<file path="src/rtl/apb_ram_ws.sv">
// ----------------------------------------------------------------------------
// apb_ram_ws
//   APB3 slave RAM with configurable data/address width, depth and a fixed
//   number of wait states per transfer. Accesses whose word index falls
//   outside the memory complete with pslverr set; error writes leave the
//   memory untouched and error reads return zero.
//
//   Optional feature macro: APB_RAM_PSTRB_EN
//     defined   : pstrb port exists, writes update only strobed bytes
//     undefined : no pstrb port, every non-error write updates the full word
//
// Parameters
//   ADDR_W       paddr width (byte address)
//   DATA_W       data width: 8, 16, 32 or 64
//   DEPTH        number of DATA_W-bit words (any value >= 1)
//   WAIT_CYCLES  access-phase cycles with pready low before completion, 0..15
//
// Ports
//   pclk     in   bus clock, rising-edge active
//   prst     in   asynchronous active-high reset
//   psel     in   slave select
//   penable  in   access phase
//   pwrite   in   1 = write, 0 = read
//   paddr    in   byte address
//   pwdata   in   write data
//   pstrb    in   byte write strobes (APB_RAM_PSTRB_EN only)
//   prdata   out  read data, valid while pready is high, held until next read
//   pready   out  transfer completion (high exactly while in READY)
//   pslverr  out  transfer error, only ever high together with pready
// ----------------------------------------------------------------------------
module apb_ram_ws #(
    parameter int ADDR_W      = 32,
    parameter int DATA_W      = 32,
    parameter int DEPTH       = 16,
    parameter int WAIT_CYCLES = 0
) (
    input  logic                pclk,
    input  logic                prst,
    input  logic                psel,
    input  logic                penable,
    input  logic                pwrite,
    input  logic [ADDR_W-1:0]   paddr,
    input  logic [DATA_W-1:0]   pwdata,
`ifdef APB_RAM_PSTRB_EN
    input  logic [DATA_W/8-1:0] pstrb,
`endif
    output logic [DATA_W-1:0]   prdata,
    output logic                pready,
    output logic                pslverr
);

    localparam int NBYTES = DATA_W / 8;
    localparam int SHIFT  = $clog2(NBYTES);
    localparam int IDX_W  = (DEPTH > 1) ? $clog2(DEPTH) : 1;
    localparam logic [3:0] CNT_INIT = (WAIT_CYCLES > 0) ? 4'(WAIT_CYCLES - 1) : 4'd0;

    localparam logic [1:0] S_IDLE  = 2'd0;
    localparam logic [1:0] S_WAIT  = 2'd1;
    localparam logic [1:0] S_READY = 2'd2;

    // Control state
    logic [1:0]        state_q, state_d;
    logic [3:0]        cnt_q, cnt_d;
    logic              wr_q, err_q;

    // Transfer attributes captured in the setup cycle
    logic [IDX_W-1:0]  idx_q;
    logic [DATA_W-1:0] wdata_q;
    logic [NBYTES-1:0] strb_q;

    // Registered outputs
    logic [DATA_W-1:0] prdata_q;
    logic              pready_q, pslverr_q;

    logic [DATA_W-1:0] mem_q [DEPTH];

    // Decode of the address presented on the bus this cycle
    logic [ADDR_W-1:0] setup_word;
    logic [IDX_W-1:0]  setup_idx;
    logic              setup_err;
    logic [NBYTES-1:0] setup_strb;

    assign setup_word = paddr >> SHIFT;
    assign setup_idx  = setup_word[IDX_W-1:0];
    assign setup_err  = (setup_word >= ADDR_W'(DEPTH));

`ifdef APB_RAM_PSTRB_EN
    assign setup_strb = pstrb;
`else
    assign setup_strb = '1;
`endif

    logic              cap;
    logic              xfer_wr, xfer_err;
    logic [IDX_W-1:0]  xfer_idx;
    logic [DATA_W-1:0] rd_word;
    logic              do_write;

    always_comb begin
        state_d = state_q;
        cnt_d   = cnt_q;
        cap     = 1'b0;
        case (state_q)
            S_IDLE: begin
                // penable without a preceding setup cycle is ignored here
                if (psel && !penable) begin
                    cap = 1'b1;
                    if (WAIT_CYCLES == 0) begin
                        state_d = S_READY;
                    end else begin
                        state_d = S_WAIT;
                        cnt_d   = CNT_INIT;
                    end
                end
            end
            S_WAIT: begin
                if (!psel) begin
                    state_d = S_IDLE;
                    cnt_d   = 4'd0;
                end else if (cnt_q == 4'd0) begin
                    state_d = S_READY;
                end else begin
                    cnt_d = cnt_q - 4'd1;
                end
            end
            S_READY: state_d = S_IDLE;
            default: state_d = S_IDLE;
        endcase
    end

    // With zero wait states READY is entered straight from the setup cycle,
    // before the capture registers hold the transfer, so take the live bus.
    assign xfer_wr  = cap ? pwrite    : wr_q;
    assign xfer_err = cap ? setup_err : err_q;
    assign xfer_idx = cap ? setup_idx : idx_q;
    assign rd_word  = xfer_err ? '0 : mem_q[xfer_idx];

    assign do_write = (state_q == S_READY) && psel && penable && wr_q && !err_q;

    always_ff @(posedge pclk or posedge prst) begin
        if (prst) begin
            state_q   <= S_IDLE;
            cnt_q     <= 4'd0;
            wr_q      <= 1'b0;
            err_q     <= 1'b0;
            prdata_q  <= '0;
            pready_q  <= 1'b0;
            pslverr_q <= 1'b0;
            for (int i = 0; i < DEPTH; i++) begin
                mem_q[i] <= '0;
            end
        end else begin
            state_q <= state_d;
            cnt_q   <= cnt_d;
            if (cap) begin
                wr_q  <= pwrite;
                err_q <= setup_err;
            end
            pready_q  <= (state_d == S_READY);
            pslverr_q <= (state_d == S_READY) ? xfer_err : 1'b0;
            if ((state_d == S_READY) && !xfer_wr) begin
                prdata_q <= rd_word;
            end
            if (do_write) begin
                for (int b = 0; b < NBYTES; b++) begin
                    if (strb_q[b]) begin
                        mem_q[idx_q][8*b +: 8] <= wdata_q[8*b +: 8];
                    end
                end
            end
        end
    end

    // Datapath capture needs no reset: it is only consumed under FSM control
    always_ff @(posedge pclk) begin
        if (cap) begin
            idx_q   <= setup_idx;
            wdata_q <= pwdata;
            strb_q  <= setup_strb;
        end
    end

    assign prdata  = prdata_q;
    assign pready  = pready_q;
    assign pslverr = pslverr_q;

endmodule
</file>
<file path="config.mk">
export PLATFORM = sky130hd
export DESIGN_NAME = apb_ram_ws
export DESIGN_NICKNAME = d
export VERILOG_FILES = /design/src/rtl/apb_ram_ws.sv
export SDC_FILE = /design/constraint.sdc
export NUM_CORES = 1
export LEC_CHECK = 0
export ABC_AREA = 1
export BUFFER_PORTS_ARGS = -buffer_cell sky130_fd_sc_hd__buf_2
export CORE_MARGIN = 2
export CORE_UTILIZATION = 41
export DETAILED_ROUTE_END_ITERATION = 12
export SYNTH_ARGS = -nofsm -noshare
export SYNTH_HDL_FRONTEND = slang
export SYNTH_SLANG_ARGS = --single-unit
</file>
<file path="constraint.sdc">
create_clock -name pclk -period 15.6 [get_ports pclk]
set_input_delay 0.78 -clock pclk [delete_from_list [all_inputs] [get_ports pclk]]
set_output_delay 0.78 -clock pclk [all_outputs]
set_load 0.005 [all_outputs]
</file>
* Word level (Yosys, flattened, before mapping)
Index checks and enable logic that the tools add are counted.
Word-level totals: input port bits 69, word-level logic and storage cells 80, output and inout port bits 34, flip-flop bits (word level) 590
Operators by class: reduce and logical (&&, ||, !) cells 13, bitwise logic cells 2, $lt $le $gt $ge 4, add/subtract/negate cells 1, equality and inequality tests 4, multiplexer cells 31
Operator list (count):
- bitwise mux 512 bit | 4
- 2-to-1 mux 512 bit | 3
- demux 32 bit (select 4 bit) | 4
- binary-select mux 32 bit (select 4 bit) | 1
- 2-to-1 mux 32 bit | 4
- greater-or-equal comparator 30 x 5 -> 1 bit (second input constant) | 1
- 2-to-1 mux 24 bit | 1
- 2-to-1 mux 16 bit | 1
- 2-to-1 mux 4 bit | 3
- greater-or-equal comparator 5 bit (second input constant) | 2
- inverter 4 -> 5 bit | 2
- 2-to-1 mux 8 bit | 1
- logical AND 1 bit | 7
- 2-to-1 mux 2 bit | 3
- less-than comparator 5 x 1 -> 1 bit (second input constant) | 1
- 2-to-1 mux 1 bit | 5
- equality test 2 bit (second input constant) | 2
- zero test 4 bit | 1
- case mux 2 bit (2 select lines) | 1
- subtractor 4 x 1 -> 4 bit (second input constant) | 1
- zero test 1 bit | 3
- equality test 2 x 1 -> 1 bit (second input constant) | 1
- zero test 2 bit | 1
- inequality test 2 bit (second input constant) | 1
- AND reduction 2 bit | 1

* Longest topological paths before layout
Gate-level depths: netlist of the first run.
word-level depth 12, depth in mapped cells 13, depth with buffers taken out 11

* Worst setup path after synthesis of the first run
No wires, ideal clock.
path kind input port to flip-flop, start input port psel, end register prdata_q[11], in the netlist prdata[11], library setup time 117 ps, path buffers 2, stages 13, required time 15483 ps, setup slack 12895 ps, data arrival time 2588 ps, path through inv_2 > nor2_4 > nand2_4 > inv_1 > nand2_1 > nand2_1 > buf_2 > buf_2 > nand3_1 > nand3_1 > nand3_1 > nand3_1 > nand2_1
Between the ends: word-level cells in the longest chain between the ends 9, elaborated cells on any way between the ends 17, classes of those cells eq/ne (1); mux (12); bitwise (1); reduce/logical (3)
RTL lines:
- start, declared | line 39 | input logic psel,
- logical AND 1 bit | line 106 | if (psel && !penable) begin
- 2-to-1 mux 1 bit | line 106
- 2-to-1 mux 1 bit | line 103 | case (state_q)
- 2-to-1 mux 4 bit
- inverter 4 -> 5 bit (implied by the code) | line 136 | assign rd_word = xfer_err ? '0 : mem_q[xfer_idx];
- binary-select mux 32 bit (select 4 bit) | line 136
- 2-to-1 mux 32 bit (implied by the code) (2 in series) | line 136
- 2-to-1 mux 32 bit | line 136
- end signal, assigned | line 162 | prdata_q <= rd_word;
- end, declared | line 72 | logic [DATA_W-1:0] prdata_q;
Several ways; a longest one is shown, not always the timed one. The select of a mux whose other input is x is not followed. A chain may end at the register's enable or synchronous reset.

* Worst setup path in the final report of the first run
start register state_q[1], end register prdata_q[15], in the netlist prdata[15]
Between the ends: word-level cells in the longest chain between the ends 8, elaborated cells on any way between the ends 18, classes of those cells eq/ne (2); mux (12); bitwise (1); reduce/logical (3)
RTL lines:
- start, declared | line 62 | logic [1:0] state_q, state_d;
- start signal, assigned | line 153 | state_q <= state_d;
- zero test 2 bit | line 103
- 2-to-1 mux 1 bit | line 103
- 2-to-1 mux 4 bit
- inverter 4 -> 5 bit (implied by the code) | line 136
- binary-select mux 32 bit (select 4 bit) | line 136
- 2-to-1 mux 32 bit (implied by the code) (2 in series) | line 136
- 2-to-1 mux 32 bit | line 136
Several ways; a longest one is shown, not always the timed one. The select of a mux whose other input is x is not followed.

==> summary.md, run 1 <==
| Metric | Value |
|---|---|
| Largest cells by area after synthesis | `dfrtp_1 53%, nand2_1 14%, nand3_1 12%` |
| DRT antenna net count | `0` |
| Upper clock frequency limit | `210.6 MHz` |
| Post-CTS Hold Buffers | `0` |
| Final Hold Viols | `0` |
| Worst min-delay path class | `primary input to asynchronous set/reset pin` |
| Syn_area_per_cell | `8.471 um2` |
| Met3 Use GR | `3.862%` |
| GR Util met1 | `a little over a third` |
| Yosys top cell area share | `53.20%` |
| CTS tree | `done` |
| CP startpoint kind | `flop` |
| Htree depth | `2` |
| Die Area | `0.06559 mm2` |
| Yosys top cell by area | `dfrtp_1` |
| Core Footprint | `0.06297 mm2` |
| Post-synth EDFFs | `32` |
| Setup TNS | `0 ns` |
| # rows | `92` |
| Post-DP HPWL | `42.75 mm` |
| GRT Max-Usage Layer | `met2` |
| Leakage | `12.81 nW` |
| Largest net degree at the start of global routing | `82` |
| Area delta synth->final | `10.74%` |
| FILL cells | `about 6.2k` |
| Status | `complete, no violations` |
| Worst-Margin Slew | `between 1 and 1.5 ns` |
| Synth warn | `0` |
| First-pass GRT wire length | `126.2 mm` |
| Starting Density | `41.38%` |
| Worst clock skew | `0.02250 ns` |
| Routed via count | `between 20k and 25k` |
| Maximum clock insertion buffer count | `3` |
| Total gr overflow | `0` |
| Residual DRC | `0` |
| Antenna violations before repair | `0` |
| Setup Fix Bufs, Post-CTS | `0` |
| Crit end category | `flop` |
| Vias in the first global route | `21.27k` |
| Sequential share of the synthesized area | `57.20%` |
| Max-cap violations | `0` |
| Synth cell types | `33` |
| GR Util met2 | `37.96%` |
| Final setup margin | `10.85 ns` |
| Global placement routability congestion | `0.7668` |
| Final Util | `45.83%` |
| Die X | `256.1 um` |
| Die Span Y | `about 260 um` |
| FFs w/ async S/R, synth | `a little over nine tenths` |
| Setup Viol. Count Final | `0` |
| Ys flop type | `dfrtp_1` |
| # resized after CTS | `0` |
| RSZ-0062 raised after global routing | `false` |
| Gate Count Post-Synth | `3076` |
| Pwr per Cell Area | `between 100 and 150 mW/mm2` |
| WL/cell | `20.52 um` |
| Fin crit share | `30.44%` |
| I/O pin count | `~100` |
| TritonCTS Buffers | `60` |
| Gr usage total | `24.59%` |
| Avg Vias per Cell | `5.641` |
| Worst endpoint required time | `16.14 ns` |
| Final worst path period need | `4.749 ns` |
| CTS root buf | `clkbuf_16` |
| Net Count, Synth | `3147` |
| Total Routed Length | `about 80 mm` |
| Critical path class | `flop to flop` |
| Seq cells post-synth | `a little under 600` |
| Pre-CTS setup slack | `about 10 ns` |
| DRT Pass-1 Iters | `7` |
| Crit Path Max Fanout | `77` |
| Worst-path clk slew | `0.06 ns` |
| Clock latency on the worst-skew pair | `about 0.63 ns` |
| Max-slew violation count | `0` |
| Maximum vdd drop | `between 0.08 and 0.09 mV` |
| Arr. time, crit path | `5.29 ns` |
| Slew headroom | `25.22%` |
| DR iter-0 viols | `around 2.9k` |
| Layout cells sized above 1 | `9.049%` |
| CTS Sinks | `590` |
| Mapped Area | `0.02606 mm2` |
| # port buffers | `100` |
| Nets | `3099` |
## layout make-up
cell class,count,area [um2],share of cell area [%]
Multi-Input combinational cell,2177,9902,34.32
Sequential cell,590,14900,51.65
Clock buffer,84,1712,5.932
Timing Repair Buffer,146,845.8,2.931
Antenna cell,1,2.502,0.008672
Clock inverter,22,227.7,0.7892
Tap cell,846,1059,3.668
Inverter,53,202.7,0.7025
## critical path: stages, from the launching register on
cell     delay [ns]
dfrtp_1        0.38
nor2_2         0.09
nand2_4        0.27
nand2_4        0.59
nand2_4        0.71
buf_4          0.84
buf_4          0.82
nand2_1        0.10
nand3_1        0.12
nand3_1        0.11
nand3_1        0.14
nand3_1        0.23
nand2_1        0.13
## layout by cell type, fill, tap and decap left out, drive strengths merged, types with 2 or more instances in the layout
cell	n
clkbuf	84
o22ai	3
ha	2
edfxtp	32
buf	146
o21ai	520
clkinvlp	2
nor3b	2
dfxtp	4
or2	6
nand4	8
dfrtp	554
clkinv	17
nor3	7
bufinv	4
inv	52
nand3	646
nand2	963
nor2	16
## state kept, by name (all words and copies together), names as in the netlist, named ones only
signal,flops
prdata,32
wdata_q,32
state_q,2
idx_q,4
pready,1
pslverr,1
cnt_q,4
mem_q,512
wr_q,1
## where the power goes
group,internal [mW],switching (mW)
Sequential,1.55,0.00858
Combinational,0.0869,0.291
Clock,0.825,0.602
## cell usage after synthesis, types with 5 or more instances
cell,instances
dfrtp_1,554
nand2_1,953
nand2_2,9
or2_2,6
clkbuf_1,133
buf_1,12
nand4_1,8
nor2_1,13
buf_2,105
nor3_1,5
inv_1,50
o21ai_0,507
o21ai_1,10
edfxtp_1,32
nand3_1,644
## routing by layer
| layer | share of wire (%) | wire length [um] |
|---|---|---|
| met1 | 43 | 34810 |
| met2 | 45 | 35830 |
| met3 | 8.5 | 6864 |
| met4 | 3.6 | 2924 |
| met5 | 0 | 0 |
## final timing paths
path / from / end / slack, ns / cells past startpoint
worst max-delay path: state_q[1] / prdata[15] / 10.85 / 12
worst min-delay path: prst / mem_q[311] / 0.23 / 2
worst max register to register: state_q[1] / prdata[15] / 10.85 / 12
worst min register to register: prdata[16] / prdata[16] / 0.47 / 2
max in group asynchronous: prst / mem_q[194] / 12.14 / 5
min in group pclk: pwdata[14] / wdata_q[14] / 0.32 / 1
## kinds of logic after synthesis
family	share of synthesized area, %
buffers and inverters	5.099
adders and majority gates	0.09602
xor gates and xnor gates	0.06724
DFF	57.20
and+or+nand+nor	27.39
AOI/OAI and AO/OA	10.15
## through the flow
| stage | area, um2 | instances | power [mW] | hold WS, ns |
|---|---|---|---|---|
| 2_1_floorplan | 26060 | 3076 | 1.842 | 0.4534 |
| 5_1_grt | 28850 | 3918 | 3.486 | 0.2737 |
| 3_5_place_dp | 26910 | 3812 | 1.963 | 0.4629 |
| 4_1_cts | 28850 | 3918 | 3.391 | 0.2309 |
| 6_report | 28860 | 3919 | 3.366 | 0.2308 |
| 3_3_place_gp | 26910 | 3812 | 1.958 | 0.4646 |
No activity file was read; power rests on OpenSTA's default activity.
==> run 2: changes to the inputs <==
--- a/config.mk
+++ b/config.mk
@@ -5,7 +5,7 @@
 export SDC_FILE = /design/constraint.sdc
 export NUM_CORES = 1
 export LEC_CHECK = 0
-export ABC_AREA = 1
+export ABC_AREA = 0
 export BUFFER_PORTS_ARGS = -buffer_cell sky130_fd_sc_hd__buf_2
 export CORE_MARGIN = 2
 export CORE_UTILIZATION = 41
==> constraint.sdc (replaced) <==
create_clock -name pclk -period 4.8 [get_ports pclk]
set_input_delay 0.24 -clock pclk [delete_from_list [all_inputs] [get_ports pclk]]
set_output_delay 0.24 -clock pclk [all_outputs]
set_load 0.005 [all_outputs]
==> run 2 against run 1 <==
  * First-iteration DRC count is 61% lower
  * Utilization grew 2.0 points
  * Power rose to 3.4 times the previous value
  * Largest power group unchanged
==> summary.md, run 2 <==
| Metric | Value |
|---|---|
| Diodes inserted | `0` |
| Synth cell types | `42` |
| DRT antenna net count | `0` |
| Seq cells post-synth | `590` |
| CTS tree | `done` |
| Stages on worst setup path | `9` |
| Setup Viol. Count Final | `0` |
| Pwr per Cell Area | `375.7 mW/mm2` |
| Maximum vdd drop | `0.2979 mV` |
| RSZ-0062 raised after global routing | `false` |
| CP Cell Sequence | `or4b_1 -> inv_4 -> mux2i_1 -> inv_2 -> nand2_1 -> buf_12 -> a21oi_1 -> o41ai_1 -> a21oi_1` |
| Setup Fix Bufs, Post-CTS | `0` |
| DRT Pass-1 Iters | `5` |
| WP buf/inv | `3` |
| Worst endpoint required time | `about 5.3 ns` |
| Sequential share of the synthesized area | `57.31%` |
| CP startpoint kind | `flop` |
| CP top delay family | `simple AND/OR/NAND/NOR gates` |
| Largest reg by FF count | `mem_q` |
| Slew headroom | `39.03%` |
| Clock latency on the worst-skew pair | `roughly 0.6 ns` |
| Residual DRC | `0` |
| Starting Density | `between 40 and 50%` |
| Gr usage total | `21.72%` |
| TritonCTS Buffers | `67` |
| Total Routed Length | `just over 70 mm` |
| Leakage | `14.38 nW` |
| Critical path class | `flop to flop` |
| Net Count, Synth | `2118` |
| Most common cell after layout, fill and taps aside | `dfrtp_1` |
| Final Hold Viols | `0` |
| DR iter-0 viols | `1116` |
| Yosys top cell area share | `53.31%` |
| I/O pin count | `103` |
| Most frequent cells in the layout | `554 x dfrtp_1, 512 x mux2_2, 294 x nand2_1` |
| Avg Vias per Cell | `roughly 5.6` |
| Mapped Area | `0.02601 mm2` |
| Die Span Y | `255.9 um` |
| Most common cell in the netlist | `dfrtp_1` |
| Maximum clock insertion buffer count | `3` |
| Top cells by count, synth | `554 x dfrtp_1, 512 x mux2_2, 301 x nand2_1` |
| Status | `complete, no violations` |
| WL/cell | `between 20 and 25 um` |
| Post-synth EDFFs | `32` |
| Max-slew violation count | `0` |
| First-pass GRT wire length | `109.0 mm` |
| Slowest stage cell, crit path | `or4b_1` |
| Final worst path period need | `3.949 ns` |
| FFs w/ async S/R, synth | `93.90%` |
| CTS root buf | `clkbuf_16` |
| Placed cells | `2881` |
| Gate Count Post-Synth | `2047` |
| Global placement routability congestion | `0.7598` |
| Crit Path Max Fanout | `25` |
| Upper clock frequency limit | `between 200 and 300 MHz` |
| Fin crit share | `roughly 80%` |
| # resized after CTS | `0` |
| Ys flop type | `dfrtp_1` |
| Final non-filler cell total | `3039` |
| Antenna violations before repair | `0` |
| Post-route cell area | `about 0.030 mm2` |
| CTS Sinks | `590` |
| Die Area | `0.06546 mm2` |
| Max FFs per register | `a little over 500` |
| Crit end category | `flop` |
| Worst min-delay path class | `primary input to flop` |
| Htree depth | `3` |
| Die X | `255.9 um` |
| Worst-path clk slew | `0.06 ns` |
| Worst clock skew | `0.03103 ns` |
| Post-DP HPWL | `between 40 and 50 mm` |
| Core Footprint | `0.06285 mm2` |
| Hold path cells | `3` |
| # rows | `between 90 and 100` |
| Dpl cell area | `0.02750 mm2` |
| Arr. time, crit path | `4.42 ns` |
| Layout cells sized above 1 | `36.43%` |
| Area delta synth->final | `15.60%` |
| Post-CTS Hold Buffers | `35` |
| Syn_area_per_cell | `around 13 um2` |
| Vias in the first global route | `between 15k and 20k` |
| Worst-Margin Slew | `0.9124 ns` |
| Largest net degree at the start of global routing | `146` |
| Crit path top cell by count | `a21oi_1` |
| Worst r2r path cells | `9` |
| Total gr overflow | `0` |
| Max-cap violations | `0` |
| Yosys top cell by area | `dfrtp_1` |
| Worst stage delay on the critical path | `about 0.67 ns` |
| Routed via count | `17.03k` |
| Synth warn | `0` |
| Nets | `~2.2k` |
| # port buffers | `100` |
| Largest cells by area after synthesis | `dfrtp_1 53%, mux2_2 22%, mux2i_1 5.2%` |
[run 2: area by class of cell]
class                      count  area, um2
fill                        5609      32790
sequential                   590      14900
multi-input combinational   1284      10490
clock buffer                 103       2024
timing repair buffer         186       1346
tap                          846       1059
clock inverter                20      185.2
inverter                      10      51.30
[run 2: worst paths after layout]
kind / slack (ns) / from / end
min reg2reg: 0.48 / prdata[23] / prdata[23]
max in group asynchronous: 3.22 / prst / mem_q[18]
min in group asynchronous: 0.31 / prst / mem_q[397]
max reg2reg: 0.85 / state_q[0] / prdata[11]
max: 0.85 / state_q[0] / prdata[11]
min: 0.08 / penable / pready
[run 2: report_power, final]
group          internal [mW]  switching (mW)  leakage [nW]
Combinational          0.306           0.795          5.22
Clock                   3.03            2.04          1.09
Sequential              5.05          0.0718          8.06
[run 2: kinds of logic after synthesis]
| family | count (synthesis) | share of synthesized area (%) |
|---|---|---|
| muxes | 648 | 27.40 |
| DFF | 590 | 57.31 |
| and+or+nand+nor | 441 | 7.308 |
| AOI/OAI and AO/OA | 193 | 5.080 |
| buffers and inverters | 173 | 2.805 |
| adders and majority gates | 2 | 0.09620 |
[run 2: stage by stage]
step | power [mW] | setup slack (ns) | hold WS [ns] | utilization [%] | setup TNS, ns
6_report | 11.29 | 0.8515 | 0.08057 | 47.83 | 0
5_1_grt | 11.68 | 0.5528 | 0.1198 | 47.83 | 0
4_1_cts | 11.39 | 0.8197 | 0.05766 | 47.83 | 0
3_5_place_dp | 6.287 | 0.8531 | 0.3975 | 43.76 | 0
3_3_place_gp | 6.275 | 0.9319 | 0.3970 | 43.76 | 0
2_1_floorplan | 5.855 | -2.980 | 0.3389 | - | -1650.81
[run 2: worst min-delay path: stages]
cell and delay [ns]:
buf_2 0.09, or4b_1 0.24, nand2_1 0.07
[run 2: per-layer routing]
layer	vias up	share of wire, %	track usage, %	wire [um]
li1	7508	-	-	-
met1	8965	45	30.06	32080
met2	444	48	35.26	33940
met3	111	4.9	3.317	3480
met4	0	2.4	6.855	1698
met5	-	0	0	0
